### config.mk
export PLATFORM = sky130hd
export DESIGN_NAME = block_fetcher
export DESIGN_NICKNAME = d
export VERILOG_FILES = /design/src/rtl/block_fetcher.sv
export SDC_FILE = /design/constraint.sdc
export NUM_CORES = 1
export LEC_CHECK = 0
export ABC_AREA = 1
export BUFFER_PORTS_ARGS = -buffer_cell sky130_fd_sc_hd__buf_2
export CORE_MARGIN = 2
export CORE_UTILIZATION = 55
export CTS_BUF_LIST = sky130_fd_sc_hd__clkbuf_16
export DETAILED_ROUTE_END_ITERATION = 8
export PLACE_DENSITY = 0.86
export SYNTH_ARGS = -nofsm -noshare
export SYNTH_HDL_FRONTEND = slang
export SYNTH_SLANG_ARGS = --single-unit
### constraint.sdc
create_clock -name Clk -period 7.22 [get_ports Clk]
set_clock_uncertainty 0.2 [all_clocks]
set_input_delay 0.722 -clock Clk [delete_from_list [all_inputs] [get_ports Clk]]
set_output_delay 0.722 -clock Clk [all_outputs]
set_load 0.05 [all_outputs]
### src/rtl/block_fetcher.sv
// block_fetcher: turns the current pixel position plus a per-frame level
// scroll into the 3-bit tile ID under that pixel. During each horizontal
// blank it prefetches the next line's 11-tile row from the level map RAM
// into a line buffer, then serves blockID from that buffer with zero latency.
// Build option: define MAP_WRAP_EN to make the level wrap horizontally
// (column and scroll taken modulo the level width) instead of reading air
// past the right edge with the scroll clamped to the last full screen.
module block_fetcher #(
    parameter int LEVEL_COLS   = 64,
    parameter int LEVEL_ROWS   = 10,
    parameter int MAP_LAT      = 1,
    parameter int H_LOAD_START = 640
) (
    input  logic        Clk,
    input  logic        Reset,
    input  logic [9:0]  DrawX,
    input  logic [9:0]  DrawY,
    input  logic [11:0] scroll_x,
    output logic        map_rd,
    output logic [9:0]  map_addr,
    input  logic [2:0]  map_data,
    output logic [2:0]  blockID,
    output logic        load_busy
);

    localparam int LEVEL_PX   = LEVEL_COLS * 40;
    localparam int SCROLL_MAX = LEVEL_PX - 400;
    localparam int SLOTS      = 11;
    localparam bit COLS_POW2  = (LEVEL_COLS & (LEVEL_COLS - 1)) == 0;
    localparam int COL_SH     = $clog2(LEVEL_COLS);

    typedef enum logic [1:0] {IDLE, DIV, LOAD, DRAIN} state_t;

    state_t      state_q;
    logic [11:0] scroll_q;      // latched scroll, reduced in place to the remainder
    logic [7:0]  quot_q;
    logic [7:0]  coarse_q;
    logic [5:0]  fine_q;
    logic [3:0]  idx_q;
    logic [3:0]  row_q;
    logic [3:0]  drain_q;
    logic [2:0]  buf_q       [SLOTS];
    logic        pipe_vld_q  [MAP_LAT+1];
    logic [3:0]  pipe_slot_q [MAP_LAT+1];
    logic        pipe_air_q  [MAP_LAT+1];
    logic [3:0]  s_q, s_d;
    logic [5:0]  sub_q, sub_d;

    logic [9:0]  next_line;
    logic        latch_go, load_go, issue_en, iss_air;
    logic [3:0]  iss_idx, iss_row;
    logic [8:0]  col_raw, iss_col;
    logic [9:0]  iss_addr;

    // Scroll as seen by the frame: clamped to the last full screen, or wrapped.
    function automatic logic [11:0] scroll_limit(input logic [11:0] s);
`ifdef MAP_WRAP_EN
        return 12'(int'(s) % LEVEL_PX);
`else
        return (int'(s) > SCROLL_MAX) ? 12'(SCROLL_MAX) : s;
`endif
    endfunction

    // Tile row of a playfield line (40..439) without a divider.
    function automatic logic [3:0] tile_row(input logic [9:0] line);
        logic [3:0] r;
        r = 4'd0;
        for (int k = 1; k < 10; k++)
            if (int'(line) >= 40 + 40 * k) r = 4'(k);
        return r;
    endfunction

    // row*LEVEL_COLS + col, truncated to the RAM address width.
    function automatic logic [9:0] tile_addr(input logic [3:0] row, input logic [8:0] col);
        logic [19:0] base;
        if (COLS_POW2) base = 20'(row) << COL_SH;
        else           base = 20'(row) * 20'(LEVEL_COLS);
        return 10'(base + 20'(col));
    endfunction

    // Trigger decode and the address/air decision for the slot being issued.
    always_comb begin
        next_line = (DrawY == 10'd524) ? 10'd0 : DrawY + 10'd1;
        latch_go  = (DrawY == 10'd480) && (DrawX == 10'd0);
        load_go   = (state_q == IDLE) && (DrawX == 10'(H_LOAD_START)) &&
                    (next_line >= 10'd40) && (next_line <= 10'd439);
        iss_idx   = (state_q == LOAD) ? idx_q : 4'd0;
        iss_row   = (state_q == LOAD) ? row_q : tile_row(next_line);
        issue_en  = !latch_go && (load_go || (state_q == LOAD));
        col_raw   = 9'(coarse_q) + 9'(iss_idx);
`ifdef MAP_WRAP_EN
        iss_col   = (int'(col_raw) >= LEVEL_COLS) ? 9'(int'(col_raw) - LEVEL_COLS) : col_raw;
        iss_air   = int'(iss_row) >= LEVEL_ROWS;
`else
        iss_col   = col_raw;
        iss_air   = (int'(col_raw) >= LEVEL_COLS) || (int'(iss_row) >= LEVEL_ROWS);
`endif
        iss_addr  = tile_addr(iss_row, iss_col);
    end

    // Control FSM: scroll latch and divide, then per-line read issue and drain.
    always_ff @(posedge Clk) begin
        if (!Reset) begin
            state_q   <= IDLE;
            scroll_q  <= 12'd0;
            quot_q    <= 8'd0;
            coarse_q  <= 8'd0;
            fine_q    <= 6'd0;
            idx_q     <= 4'd0;
            row_q     <= 4'd0;
            drain_q   <= 4'd0;
            map_rd    <= 1'b0;
            map_addr  <= 10'd0;
            load_busy <= 1'b0;
        end else begin
            map_rd <= 1'b0;
            if (latch_go) begin
                scroll_q  <= scroll_limit(scroll_x);
                quot_q    <= 8'd0;
                state_q   <= DIV;
                load_busy <= 1'b1;
            end else begin
                case (state_q)
                    IDLE: begin
                        if (load_go) begin
                            map_rd    <= !iss_air;
                            map_addr  <= iss_addr;
                            row_q     <= iss_row;
                            idx_q     <= 4'd1;
                            state_q   <= LOAD;
                            load_busy <= 1'b1;
                        end
                    end
                    DIV: begin
                        if (scroll_q >= 12'd40) begin
                            scroll_q <= scroll_q - 12'd40;
                            quot_q   <= quot_q + 8'd1;
                        end else begin
                            coarse_q  <= quot_q;
                            fine_q    <= scroll_q[5:0];
                            state_q   <= IDLE;
                            load_busy <= 1'b0;
                        end
                    end
                    LOAD: begin
                        map_rd   <= !iss_air;
                        map_addr <= iss_addr;
                        idx_q    <= idx_q + 4'd1;
                        if (idx_q == 4'(SLOTS - 1)) begin
                            state_q <= DRAIN;
                            drain_q <= 4'd0;
                        end
                    end
                    DRAIN: begin
                        if (drain_q == 4'(MAP_LAT)) begin
                            state_q   <= IDLE;
                            load_busy <= 1'b0;
                        end else begin
                            drain_q <= drain_q + 4'd1;
                        end
                    end
                    default: state_q <= IDLE;
                endcase
            end
        end
    end

    // Slot tags ride alongside the RAM latency; returning data lands in the buffer.
    always_ff @(posedge Clk) begin
        if (!Reset) begin
            for (int i = 0; i <= MAP_LAT; i++) begin
                pipe_vld_q[i]  <= 1'b0;
                pipe_slot_q[i] <= 4'd0;
                pipe_air_q[i]  <= 1'b0;
            end
            for (int j = 0; j < SLOTS; j++) buf_q[j] <= 3'd0;
        end else begin
            pipe_vld_q[0]  <= issue_en;
            pipe_slot_q[0] <= iss_idx;
            pipe_air_q[0]  <= iss_air;
            for (int i = 1; i <= MAP_LAT; i++) begin
                pipe_vld_q[i]  <= pipe_vld_q[i-1];
                pipe_slot_q[i] <= pipe_slot_q[i-1];
                pipe_air_q[i]  <= pipe_air_q[i-1];
            end
            if (pipe_vld_q[MAP_LAT])
                buf_q[pipe_slot_q[MAP_LAT]] <= pipe_air_q[MAP_LAT] ? 3'd0 : map_data;
        end
    end

    // Slot/sub-pixel next state: primed one pixel before the playfield starts.
    always_comb begin
        s_d   = s_q;
        sub_d = sub_q + 6'd1;
        if (DrawX == 10'd119) begin
            s_d   = 4'd0;
            sub_d = fine_q;
        end else if (sub_q == 6'd39) begin
            sub_d = 6'd0;
            s_d   = (s_q == 4'd15) ? s_q : s_q + 4'd1;
        end
    end

    // Slot/sub-pixel counters.
    always_ff @(posedge Clk) begin
        if (!Reset) begin
            s_q   <= 4'd0;
            sub_q <= 6'd0;
        end else begin
            s_q   <= s_d;
            sub_q <= sub_d;
        end
    end

    // Tile ID for the current pixel; air outside the playfield.
    always_comb begin
        blockID = 3'd0;
        if ((DrawX >= 10'd120) && (DrawX <= 10'd519) &&
            (DrawY >= 10'd40) && (DrawY <= 10'd439) && (s_q <= 4'(SLOTS - 1)))
            blockID = buf_q[s_q];
    end

endmodule
; ---- Yosys cells after proc, flatten, opt, wreduce, memory -nomap -nowiden
; Memories as Yosys holds them, arrays and structs flattened. A register that Yosys moved wholly into a read port is not among the register bits.
; Index checks and enable logic that the tools add are counted.
[classes]
add_sub_neg = 9
mul = 0
n_div = 0
n_lt_le_gt_ge = 20
n_eq_ne = 20
shift = 0
n_mux = 56
bitwise_logic = 10
reduce_logical = 33
[op_table]
columns = cell, n
row1 = 4-bit 2-to-1 mux, 17
row2 = 12-bit 2-to-1 mux, 4
row3 = "10-bit by 9-bit greater-or-equal comparator with 1-bit output, second input constant", 4
row4 = "10-bit by 7-bit greater-or-equal comparator with 1-bit output, second input constant", 3
row5 = "10-bit by 8-bit greater-or-equal comparator with 1-bit output, second input constant", 3
row6 = "10-bit equality test, second input constant", 2
row7 = "10-bit by 6-bit greater-or-equal comparator with 1-bit output, second input constant", 2
row8 = "10-bit by 9-bit less-or-equal comparator with 1-bit output, second input constant", 2
row9 = 10-bit 2-to-1 mux, 2
row10 = 10-bit one-hot mux with 2 select lines, 1
row11 = 1-bit 2-to-1 mux, 17
row12 = 4-bit one-hot mux with 2 select lines, 2
row13 = 4-bit AND reduction, 4
row14 = "4-bit by 1-bit adder with 4-bit output, second input constant", 3
row15 = "12-bit by 6-bit greater-or-equal comparator with 1-bit output, second input constant", 1
row16 = "12-bit > comparator, second input constant", 1
row17 = 6-bit 2-to-1 mux, 2
row18 = "12-bit by 6-bit subtractor with 12-bit output, second input constant", 1
row19 = "10-bit by 1-bit adder with 10-bit output, second input constant", 1
row20 = 10-bit by 9-bit adder with 10-bit output, 1
row21 = "10-bit by 7-bit equality test with 1-bit output, second input constant", 1
row22 = "10-bit by 9-bit equality test with 1-bit output, second input constant", 1
row23 = "10-bit less-or-equal comparator, second input constant", 1
row24 = 10-bit zero test, 1
row25 = 32 further kinds, 71
[totals]
ff_bits = 70
latch_bits = 0
ram_bits = 45
rom_bits = 0
output_inout_bits = 15
elab_cells = 166
memories = 4
[mem_list]
columns = memory, words, word_bits, rd, rd_clocked_by_memory_dff, wr, line
row1 = buf_q, 11, 3, 1, 1, 11, 42  ; logic [2:0] buf_q [SLOTS];
row2 = pipe_slot_q, 2, 4, 2, 0, 2, 44  ; logic [3:0] pipe_slot_q [MAP_LAT+1];
row3 = pipe_air_q, 2, 1, 2, 0, 2, 45  ; logic pipe_air_q [MAP_LAT+1];
row4 = pipe_vld_q, 2, 1, 2, 0, 2, 43  ; logic pipe_vld_q [MAP_LAT+1];

; ---- Longest topological paths before layout
; Gate-level depths: netlist of run 1.
[logic_depth]
word_depth = 18
ltp_mapped = 23

; ---- Least setup slack after synthesis of run 1
; No wires, ideal clock.
[synth_timing]
path_kind = register to register
start = register state_q[1]
end = register map_addr[7]
setup_ns = 0.116
arrival_ns = 3.121
t_required_ns = 6.904
slack_ns = 3.783
stages_incl_launch_ff = 18
n_path_buf = 1
synth_period_minus_slack_ns = 3.437
cell_sequence = dfxtp_1 > inv_1 > nor2_1 > inv_2 > buf_1 > nor2_1 > ha_1 > inv_1 > fa_1 > o21ai_0 > nand2_1 > nor2_1 > xnor2_1 > inv_1 > ha_1 > fa_1 > o21ai_0 > nor2_1
[synth_between]
elab_chain_len = 6
[synth_rtl]
columns = item, line
row1 = "start, declared", 34  ; state_t state_q;
row2 = "start signal, assigned", 104  ; state_q <= IDLE;
row3 = "start signal, assigned", 120  ; state_q <= DIV;
row4 = "start signal, assigned", 130  ; state_q <= LOAD;
row5 = 2-bit equality test *, 87  ; iss_idx = (state_q == LOAD) ? idx_q : 4'd0;
row6 = 4-bit 2-to-1 mux *, 87
row7 = net iss_idx[0], 51  ; logic [3:0] iss_idx, iss_row;
row8 = 8-bit by 4-bit adder with 9-bit output *, 90  ; col_raw = 9'(coarse_q) + 9'(iss_idx);
row9 = 10-bit by 9-bit adder with 10-bit output *, 78  ; return 10'(base + 20'(col));
row10 = net iss_addr[7], 53  ; logic [9:0] iss_addr;
row11 = 10-bit 2-to-1 mux, 125  ; if (load_go) begin
row12 = 10-bit one-hot mux with 2 select lines *, 123  ; case (state_q)
row13 = "end signal, assigned", 127  ; map_addr <= iss_addr;
row14 = "end signal, assigned", 147  ; map_addr <= iss_addr;
row15 = "end, declared", 20  ; output logic [9:0] map_addr,
; Mark *: on every way through the listed nets, which the timed path passes. The rest lies on a longest branch. The select of a mux whose other input is x is not followed.
; A chain may end at the register's enable or synchronous reset.

==> reports/qor.yml, run 1 <==
antennaDiodeCount: 0
core_region_area_um2: 12600
dieArea_um2: 13800
peakVddDrop_v: 0.000229
syn_to_final_growth_pct: 13.8
grt_pass1_wl_um: 27700
path_clk_slew_ns: 0.06
syn_area_um2: 7060
rows: 41
postCtsHoldBufs: 0
numCtsBuffers: 17
ys_types: 53
postRouteAntennaNets: 0
post-route-period-util_pct: 55.6
numClockSinks: 134
vias_per_cell: 5.48
arrival_ns: 3.09
grt_pass1_vias: 5978
drt-pass1-iter-count: 7
vias: 6348
port_buffers: 51
drtIter0Drc: 566
ys_ff_latch: 134
power_leakage_nw: 3.47
critPathMaxStageDelay_ns: 0.90
overflow: 0
period_minus_slack_ns: 4.01
critPathLaunchType: "flop"
ys_seq_area_share_pct: 44.4
layout_common_cells: "nand2_1, nor2_1, inv_1"
die-width_um: 117
num-nets-final: 1030
antenna_found_initial: 0
place_area_um2: 7460
wl_per_cell_um: 14.1
crit_required_ns: 6.30
synth_edf_count: 45
post_cts_buffers: 0
worst_pin_slew_ns: 0.885
layout-drive-gt1-share_pct: 12.9
finalSetupViolCount: 0
timing.final.hold_violations: 0
max_clock_freq_mhz: 249
critical_path_class: "flop to output pin"
clkLatencyLatePin_ns: 0.43
fin_setup_tns_ns: 0
slew_violations: 0
async_flop_share_pct: 0
grt_max_degree: 59
h-tree-depth: 4
power_density_nw_per_um2: 265
cts_resized: 0
syn-num-nets: 980
crit_top_cell: "o21ai_0"
r2r_setup_slack_ns: 3.57
start_util_pct: 56.2
die_y_um: 117
place_congestion: 1.02
placed_cells: 1126
fin_cells: 1158
cp_cell_sequence: "inv_1, a21oi_1, o21ai_0, o211ai_1, o21ai_0, a211oi_1, buf_2"
ioPinCount: 52
fin_area_um2: 8040
endpoint_kind: "output pin"
cts_root_buffer: "clkbuf_16"
yosysWarningCount: 0
tritoncts: "built"
final_common_cell: "nand2_1"
syn_inst: 923
slowest_stage: "dfxtp_1"
clock_path_buffers: 2
crit_fanout: 25
hp-class: "flop to flop"
rsz0062_at_grt: "no"
cap_violations: 0
synth_flop_cell: "dfxtp_1"
outcome: "finished clean"
dp_hpwl_um: 11700
max_slew_margin_pct: 40.9
track_usage_pct: 24.8
wl_um: 16400
drc_errors: 0
synth_area_per_cell_um2: 7.65
[power breakdown]
group	internal [mW]	switching [mW]
Sequential	0.846	0.0483
Combinational	0.115	0.266
Clock	0.510	0.342
Total	1.47	0.656
[logic make-up after synthesis]
family / count (synthesis) / synth area share (%)
fa+ha+maj: 20 / 3.76
buf+inv: 153 / 8.24
xor+xnor: 19 / 2.36
simple gates: 418 / 26.6
flops: 134 / 44.4
compound gates: 179 / 14.7
[worst paths after layout]
| check | startpoint | end | depth (start not counted) |
|---|---|---|---|
| hold reg to reg | pipe_vld_q[0][0] | pipe_vld_q[0][1] | 2 |
| setup reg to reg | state_q[1] | map_addr[9] | 17 |
| hold / removal | pipe_vld_q[0][0] | pipe_vld_q[0][1] | 2 |
| setup / recovery | flop | blockID[1] | 7 |
[routing by layer]
layer / routed length (um) / track usage [%] / vias to the layer above
met4: 525 / 12.6 / 0
li1: - / - / 3153
met3: 928 / 5.79 / 49
met1: 7290 / 31.7 / 2931
met5: 0 / 0 / -
met2: 7640 / 39.6 / 215
[area by class of cell]
type                       count  area [um2]
sequential                   134        3130
multi-input combinational    636        3350
clock buffer                  17         425
clock inverter                15         156
fill                        1033        4530
inverter                     131         492
timing repair buffer          53         270
tap                          172         215
[cells in the mapped netlist (3+ instances only)]
cell type  instances  area share (%)
inv_1            126             6.7
nand2_4            4            0.64
a22oi_1            4            0.43
nand4_1           11            0.97
o211ai_1           6            0.64
a31oi_1            5            0.44
nand3_2            3            0.43
o22ai_1            4            0.35
xor2_1            13             1.6
nor3_1            23             1.6
or2_2              5            0.44
nand2_1          160             8.5
ha_1              18             3.2
nand2_2           10            0.89
nor2_1           142             7.5
o21ai_0           68             4.8
xnor2_1            6            0.74
edfxtp_1          45              19
clkbuf_1          19             1.0
dfxtp_1           89              25
inv_2              4            0.21
nand3_1           42             3.0
a211oi_1          10             1.1
nor2_2             3            0.27
a21oi_1           63             4.5
[through the flow]
step | hold slack [ns] | worst slack (ns) | power (mW) | util, %
after floorplan | 0.190 | 3.78 | 1.18 | -
after global placement | 0.194 | 3.66 | 1.27 | 59.3
after detailed placement | 0.199 | 3.55 | 1.28 | 59.3
after CTS | 0.212 | 3.23 | 2.13 | 64.0
after global routing | 0.240 | 2.99 | 2.22 | 64.0
final | 0.211 | 3.21 | 2.13 | 64.0
[critical path, delay by kind of cell (launching register included)]
family / cells / cell delay, ns
buffers and inverters: 2 / 0.89
AO/OA/AOI/OAI: 5 / 0.85
flip-flops: 1 / 0.90
[sequential cells by signal, indices dropped and copies added (netlist names), named ones only]
signal	cells
buf_q	48
coarse_q	8
drain_q	4
fine_q	6
idx_q	4
load_busy	1
map_addr	10
map_rd	1
pipe_air_q	2
pipe_slot_q	8
pipe_vld_q	2
quot_q	8
row_q	4
s_q	4
scroll_q	12
state_q	2
sub_q	6
Note: power is estimated with default switching activity, not from simulation.
==> run 2: changes to the inputs <==
--- a/config.mk
+++ b/config.mk
@@ -5,13 +5,13 @@
 export SDC_FILE = /design/constraint.sdc
 export NUM_CORES = 1
 export LEC_CHECK = 0
-export ABC_AREA = 1
+export ABC_AREA = 0
 export BUFFER_PORTS_ARGS = -buffer_cell sky130_fd_sc_hd__buf_2
 export CORE_MARGIN = 2
-export CORE_UTILIZATION = 55
+export CORE_UTILIZATION = 54
 export CTS_BUF_LIST = sky130_fd_sc_hd__clkbuf_16
 export DETAILED_ROUTE_END_ITERATION = 8
-export PLACE_DENSITY = 0.86
+export PLACE_DENSITY = 0.88
 export SYNTH_ARGS = -nofsm -noshare
 export SYNTH_HDL_FRONTEND = slang
 export SYNTH_SLANG_ARGS = --single-unit
==> constraint.sdc (replaced) <==
create_clock -name Clk -period 3.35 [get_ports Clk]
set_clock_uncertainty 0.2 [all_clocks]
set_input_delay 0.335 -clock Clk [delete_from_list [all_inputs] [get_ports Clk]]
set_output_delay 0.335 -clock Clk [all_outputs]
set_load 0.05 [all_outputs]
==> run 2 against run 1 <==
Net effect:
- utilization increased by 1.6 points
- register-to-register slack got worse by 3.4 ns
- clock-buffer cell count increased by 4
- sequential power increased by 90%
==> reports/qor.yml, run 2 <==
ys_types: 63
worstHoldStart: "scroll_x[4]"
grt_max_degree: 43
grt_pass1_wl_um: 25000
hp-class: "primary input to flop"
fin_cells: 937
drt-pass1-iter-count: 5
p_comb_share_pct: 4.6
drtIter0Drc: 352
finalSetupViolCount: 0
timing.final.hold_violations: 0
critical_path_class: "flop to flop"
syn_to_final_growth_pct: 18.3
cp_num_buf_inv: 1
arrival_ns: 3.32
synth_edf_count: 45
cts_root_buffer: "clkbuf_16"
synth_flop_cell: "dfxtp_1"
crit_fanout: 4
reg2reg_depth: 16
yosysMostFrequentCell: "nor2_1"
fin_util_pct: 65.6
critPathMaxStageDelay_ns: 0.38
synth_common_cells: "nor2_1, dfxtp_1, nand2_1, edfxtp_1, a21oi_1"
worst_pin_slew_ns: 0.926
drc_errors: 0
crit_required_ns: 3.45
largest-register: "buf_q"
yosysWarningCount: 0
p_sw_share_pct: 20.8
die-width_um: 115
slowest_stage: "dfxtp_1"
power_density_nw_per_um2: 495
numCtsBuffers: 17
synth_area_per_cell_um2: 9.73
p_sw_mw: 0.815
syn_inst: 687
rr_startpoint: "state_q[1]"
track_usage_pct: 24.2
ys_seq_area_share_pct: 46.9
r2r_setup_slack_ns: 0.13
internal_power_mw: 3.10
period_minus_slack_ns: 3.22
clkLatencyLatePin_ns: 0.42
wl_um: 15200
syn-num-nets: 744
timing.hold.ws_ns: 0.0329
rows: 40
wl_per_cell_um: 16.2
overflow: 0
hold_end: "scroll_q[4]"
num-nets-final: 813
die_y_um: 115
vias_per_cell: 5.80
ys_ff_latch: 134
fillers: 870
core_region_area_um2: 12100
syn_area_um2: 6680
final_common_cell: "nor2_1"
ioPinCount: 52
largest_reg_flops: 48
holdPathStages: 3
numClockSinks: 134
clock_path_buffers: 2
post-route-period-util_pct: 96.1
largestRegisters: "buf_q: 48 flops, scroll_q: 12 flops, map_addr: 10 flops"
antenna_found_initial: 0
outcome: "finished clean"
synth.largest_area_cell: "dfxtp_1"
max_clock_freq_mhz: 311
postRouteAntennaNets: 0
path_clk_slew_ns: 0.06
layout_common_cells: "nor2_1, dfxtp_1, nand2_1"
grt_pass1_vias: 5240
cp_cell_sequence: "nor2b_1, nand2_1, inv_1, ha_1, a21o_1, a21oi_2, nor2b_1, o21ai_1, nor2_1, xor2_2, ha_1, a21o_1, a21oi_1, o21ai_0, o211ai_1, o21ai_1"
async_flop_share_pct: 0
slew_violations: 0
max_slew_margin_pct: 38.1
tritoncts: "built"
layout-drive-gt1-share_pct: 17.2
pwr-share-seq_pct: 43.3
antennaDiodeCount: 0
synth_top_area_share_pct: 26.7
cap_violations: 0
endpoint_kind: "flop"
power_leakage_nw: 3.18
peakVddDrop_v: 0.000394
cp_top_family: "compound AO/OA/AOI/OAI gates"
port_buffers: 51
p_clk_share_pct: 52.1
h-tree-depth: 4
dp_hpwl_um: 10300
vias: 5432
rsz0062_at_grt: "yes"
dieArea_um2: 13300
synth_area_leaders: "dfxtp_1, edfxtp_1, nor2_1, mux4_2, nand2_1"
placed_cells: 901
critPathLaunchType: "flop"
r2r-end: "map_addr[9]"
start_util_pct: 55.4
place_congestion: 0.860
## run 2: metrics by stage
step / instance area (um2) / worst slack [ns] / total power [mW] / TNS (ns)
floorplan: 6690 / 0.0825 / 1.84 / 0
global placement: 7190 / 0.0650 / 1.90 / 0
detailed placement: 7190 / -0.0474 / 1.90 / -0.0474
CTS: 7890 / 0.0228 / 3.93 / 0
global route: 7910 / -0.0136 / 4.02 / -0.0255
finish: 7910 / 0.132 / 3.92 / 0
## run 2: cell families after synthesis
logic type                 after synthesis  synth area share [%]
and+or+nand+nor                        299                  22.1
DFF                                    134                  46.9
AOI/OAI and AO/OA                      109                  10.7
buffers and inverters                   52                  3.44
muxes                                   39                  8.46
xor gates and xnor gates                34                  4.46
adders and majority gates               20                  3.97
## run 2: worst register-to-register path: stages (launching register included)
cell and delay, ns:
dfxtp_1 0.38, nor2b_1 0.24, nand2_1 0.10, inv_1 0.09, ha_1 0.23, a21o_1 0.19
a21oi_2 0.20, nor2b_1 0.07, o21ai_1 0.20, nor2_1 0.11, xor2_2 0.17, ha_1 0.31
a21o_1 0.16, a21oi_1 0.17, o21ai_0 0.11, o211ai_1 0.10, o21ai_1 0.08
## run 2: worst max path at each step
stage          startpoint           to  slack (ns)  cells past startpoint
2_1_floorplan  state_q[1]  map_addr[9]        0.08                     17
3_3_place_gp     DrawY[0]  map_addr[9]        0.07                     15
3_5_place_dp     DrawY[0]  map_addr[9]       -0.05                     15
4_1_cts        state_q[0]  map_addr[8]        0.02                     14
5_1_grt        state_q[0]  map_addr[8]       -0.01                     14
6_report       state_q[1]  map_addr[9]        0.13                     16
## run 2: area by class of cell
class                           instances  area (um2)  share of cell area [%]
Timing Repair Buffer                   80         480                    6.07
Sequential cell                       134        3130                    39.6
Clock buffer                           21         526                    6.64
Multi-Input combinational cell        501        3340                    42.2
Clock inverter                         11         138                    1.74
Tap cell                              168         210                    2.66
Inverter                               22        82.6                    1.04
## run 2: timing repair
action	4_1_cts	5_1_grt
hold buffers	3	0
setup endpoints to repair	1	3
setup buffers	0	1
cloned	0	0
endpoints found under the hold margin	3	0
gates resized for setup	1	4
## run 2: power groups by stage
stage               clock (mW)  sequential, mW  combinational (mW)
floorplan                    0            1.73               0.112
global placement             0            1.73               0.170
detailed placement           0            1.73               0.174
CTS                       2.06            1.70               0.177
global route              2.13            1.70               0.199
finish                    2.04            1.70               0.181
## run 2: layer usage
metal  vias up  wire length [um]  track usage, %
met5         -                 0               0
met1      2588              6370            28.7
li1       2612                 -               -
met4         0               430            9.40
met2       189              7610            42.3
met3        43               793            5.90
==> run 3: changes to the inputs <==
--- a/config.mk
+++ b/config.mk
@@ -8,10 +8,11 @@
 export ABC_AREA = 0
 export BUFFER_PORTS_ARGS = -buffer_cell sky130_fd_sc_hd__buf_2
 export CORE_MARGIN = 2
-export CORE_UTILIZATION = 54
+export CORE_UTILIZATION = 50
 export CTS_BUF_LIST = sky130_fd_sc_hd__clkbuf_16
 export DETAILED_ROUTE_END_ITERATION = 8
-export PLACE_DENSITY = 0.88
+export GPL_TIMING_DRIVEN = 1
+export PLACE_DENSITY = 0.8
 export SYNTH_ARGS = -nofsm -noshare
 export SYNTH_HDL_FRONTEND = slang
 export SYNTH_SLANG_ARGS = --single-unit
==> constraint.sdc (replaced) <==
create_clock -name Clk -period 4.1 [get_ports Clk]
set_clock_uncertainty 0.2 [all_clocks]
set_input_delay 0.41 -clock Clk [delete_from_list [all_inputs] [get_ports Clk]]
set_output_delay 0.41 -clock Clk [all_outputs]
set_load 0.05 [all_outputs]
==> run 3 against run 2 <==
Net effect:
- worst setup slack improved by 0.39 ns
- first-iteration DRC count increased by 23%
- maximum frequency decreased by 10%
- design area decreased by 3.8%
- non-clock buffer count decreased by 25
- final cell count decreased by 1.8%
- sequential power decreased by 18%
- utilization decreased by 7.6 points
- clock power decreased by 28%
- worst hold slack got worse by 0.022 ns
==> reports/qor.yml, run 3 (same netlist as run 2, synthesis figures left out) <==
r2r-end: "map_addr[9]"
rows: 42
grt_pass1_wl_um: 24900
startpoint: "state_q[1]"
cts_resized: 0
post_cts_buffers: 0
placed_cells: 888
peakVddDrop_v: 0.000325
cap_violations: 0
grt_pass1_vias: 5188
period_minus_slack_ns: 3.58
endpoint_kind: "flop"
place_congestion: 0.845
postCtsHoldBufs: 0
fin_area_um2: 7610
start_util_pct: 50.9
postRouteAntennaNets: 0
critical_path_class: "flop to flop"
cp-endpoint: "map_addr[9]"
core_region_area_um2: 13100
power_leakage_nw: 2.99
numCtsBuffers: 17
drc_errors: 0
finalSetupViolCount: 0
fin_setup_tns_ns: 0
timing.hold.ws_ns: 0.0112
critPathLaunchType: "flop"
hp-class: "primary input to flop"
rsz0062_at_grt: "no"
h-tree-depth: 4
max_clock_freq_mhz: 279
path_clk_slew_ns: 0.06
final_common_cell: "nor2_1"
power_density_nw_per_um2: 392
crit_fanout: 7
num-nets-final: 788
outcome: "finished clean"
largest-register: "buf_q"
die_y_um: 120
layout_common_cells: "nor2_1, dfxtp_1, nand2_1"
tritoncts: "built"
reg2reg_depth: 16
port_buffers: 51
overflow: 0
antennaDiodeCount: 0
grt_max_degree: 43
wl_um: 15200
dp_hpwl_um: 10900
drtIter0Drc: 433
antenna_found_initial: 0
die-width_um: 120
clock_path_buffers: 2
r2r_setup_slack_ns: 0.52
fin_cells: 920
track_usage_pct: 22.0
slew_violations: 0
vias_per_cell: 5.69
layout-drive-gt1-share_pct: 14.7
critPathMaxStageDelay_ns: 0.47
largest_reg_flops: 48
timing.final.hold_violations: 0
vias: 5235
numClockSinks: 134
dieArea_um2: 14300
clkLatencyLatePin_ns: 0.42
finalPower_mw: 2.98
max_slew_margin_pct: 38.5
largestRegisters: "buf_q: 48 flops, scroll_q: 12 flops, map_addr: 10 flops"
ioPinCount: 52
slowest_stage: "dfxtp_1"
place_area_um2: 7040
wl_per_cell_um: 16.5
worst_pin_slew_ns: 0.920
crit_required_ns: 4.21
cts_root_buffer: "clkbuf_16"
rr_startpoint: "state_q[1]"
drt-pass1-iter-count: 4
arrival_ns: 3.69
cp_cell_sequence: "nor2b_1, nand2_1, inv_1, ha_1, a21o_1, a21oi_1, nor2b_1, o21ai_0, nor2_1, xor2_1, ha_1, a21o_1, a21oi_1, o21ai_0, o211ai_1, o21ai_1"
post-route-period-util_pct: 87.3
syn_to_final_growth_pct: 13.9
-- run 3: through the flow --
step                worst slack [ns]  utilization, %
floorplan                      0.703               -
global placement               0.618            53.6
detailed placement             0.465            53.6
CTS                            0.556            57.9
global route                   0.224            57.9
finish                         0.520            57.9
-- run 3: worst min path at each step --
stage / from / end / slack [ns] / cells past startpoint
after global routing: scroll_x[1] / scroll_q[1] / 0.01 / 2
final: scroll_x[1] / scroll_q[1] / 0.01 / 2
after detailed placement: pipe_slot_q[0][0] / pipe_slot_q[0][4] / 0.22 / 1
after floorplan: pipe_air_q[0][0] / pipe_air_q[0][1] / 0.21 / 1
after CTS: scroll_x[1] / scroll_q[1] / 0.001 / 2
after global placement: pipe_air_q[0][0] / pipe_air_q[0][1] / 0.22 / 1
-- run 3: final cells by class --
class	count	area, um2
fillers	1091	5530
multi-input cells	501	3320
well taps	176	220
inverters	22	82.6
flip-flops and latches	134	3130
clock buffers	17	425
repair buffers	55	285
clock inverters	15	144
-- run 3: per-layer routing --
layer / vias up / track usage, % / wire (um)
li1: 2564 / - / -
met1: 2548 / 26.5 / 6500
met2: 110 / 39.4 / 8010
met3: 13 / 4.61 / 514
met4: 0 / 6.69 / 129
met5: - / 0 / 0
-- run 3: power by group --
group | switching (mW) | internal [mW] | total [mW]
clock network | 0.614 | 0.845 | 1.46
logic | 0.0880 | 0.0510 | 0.139
registers | 0.00514 | 1.38 | 1.39
-- run 3: critical path, delay by kind of cell, from the launching register on --
family | cells | cell delay (ns)
buf+inv | 1 | 0.10
fa+ha+maj | 2 | 0.51
compound gates | 8 | 1.39
xor+xnor | 1 | 0.30
flops | 1 | 0.47
simple gates | 4 | 0.51
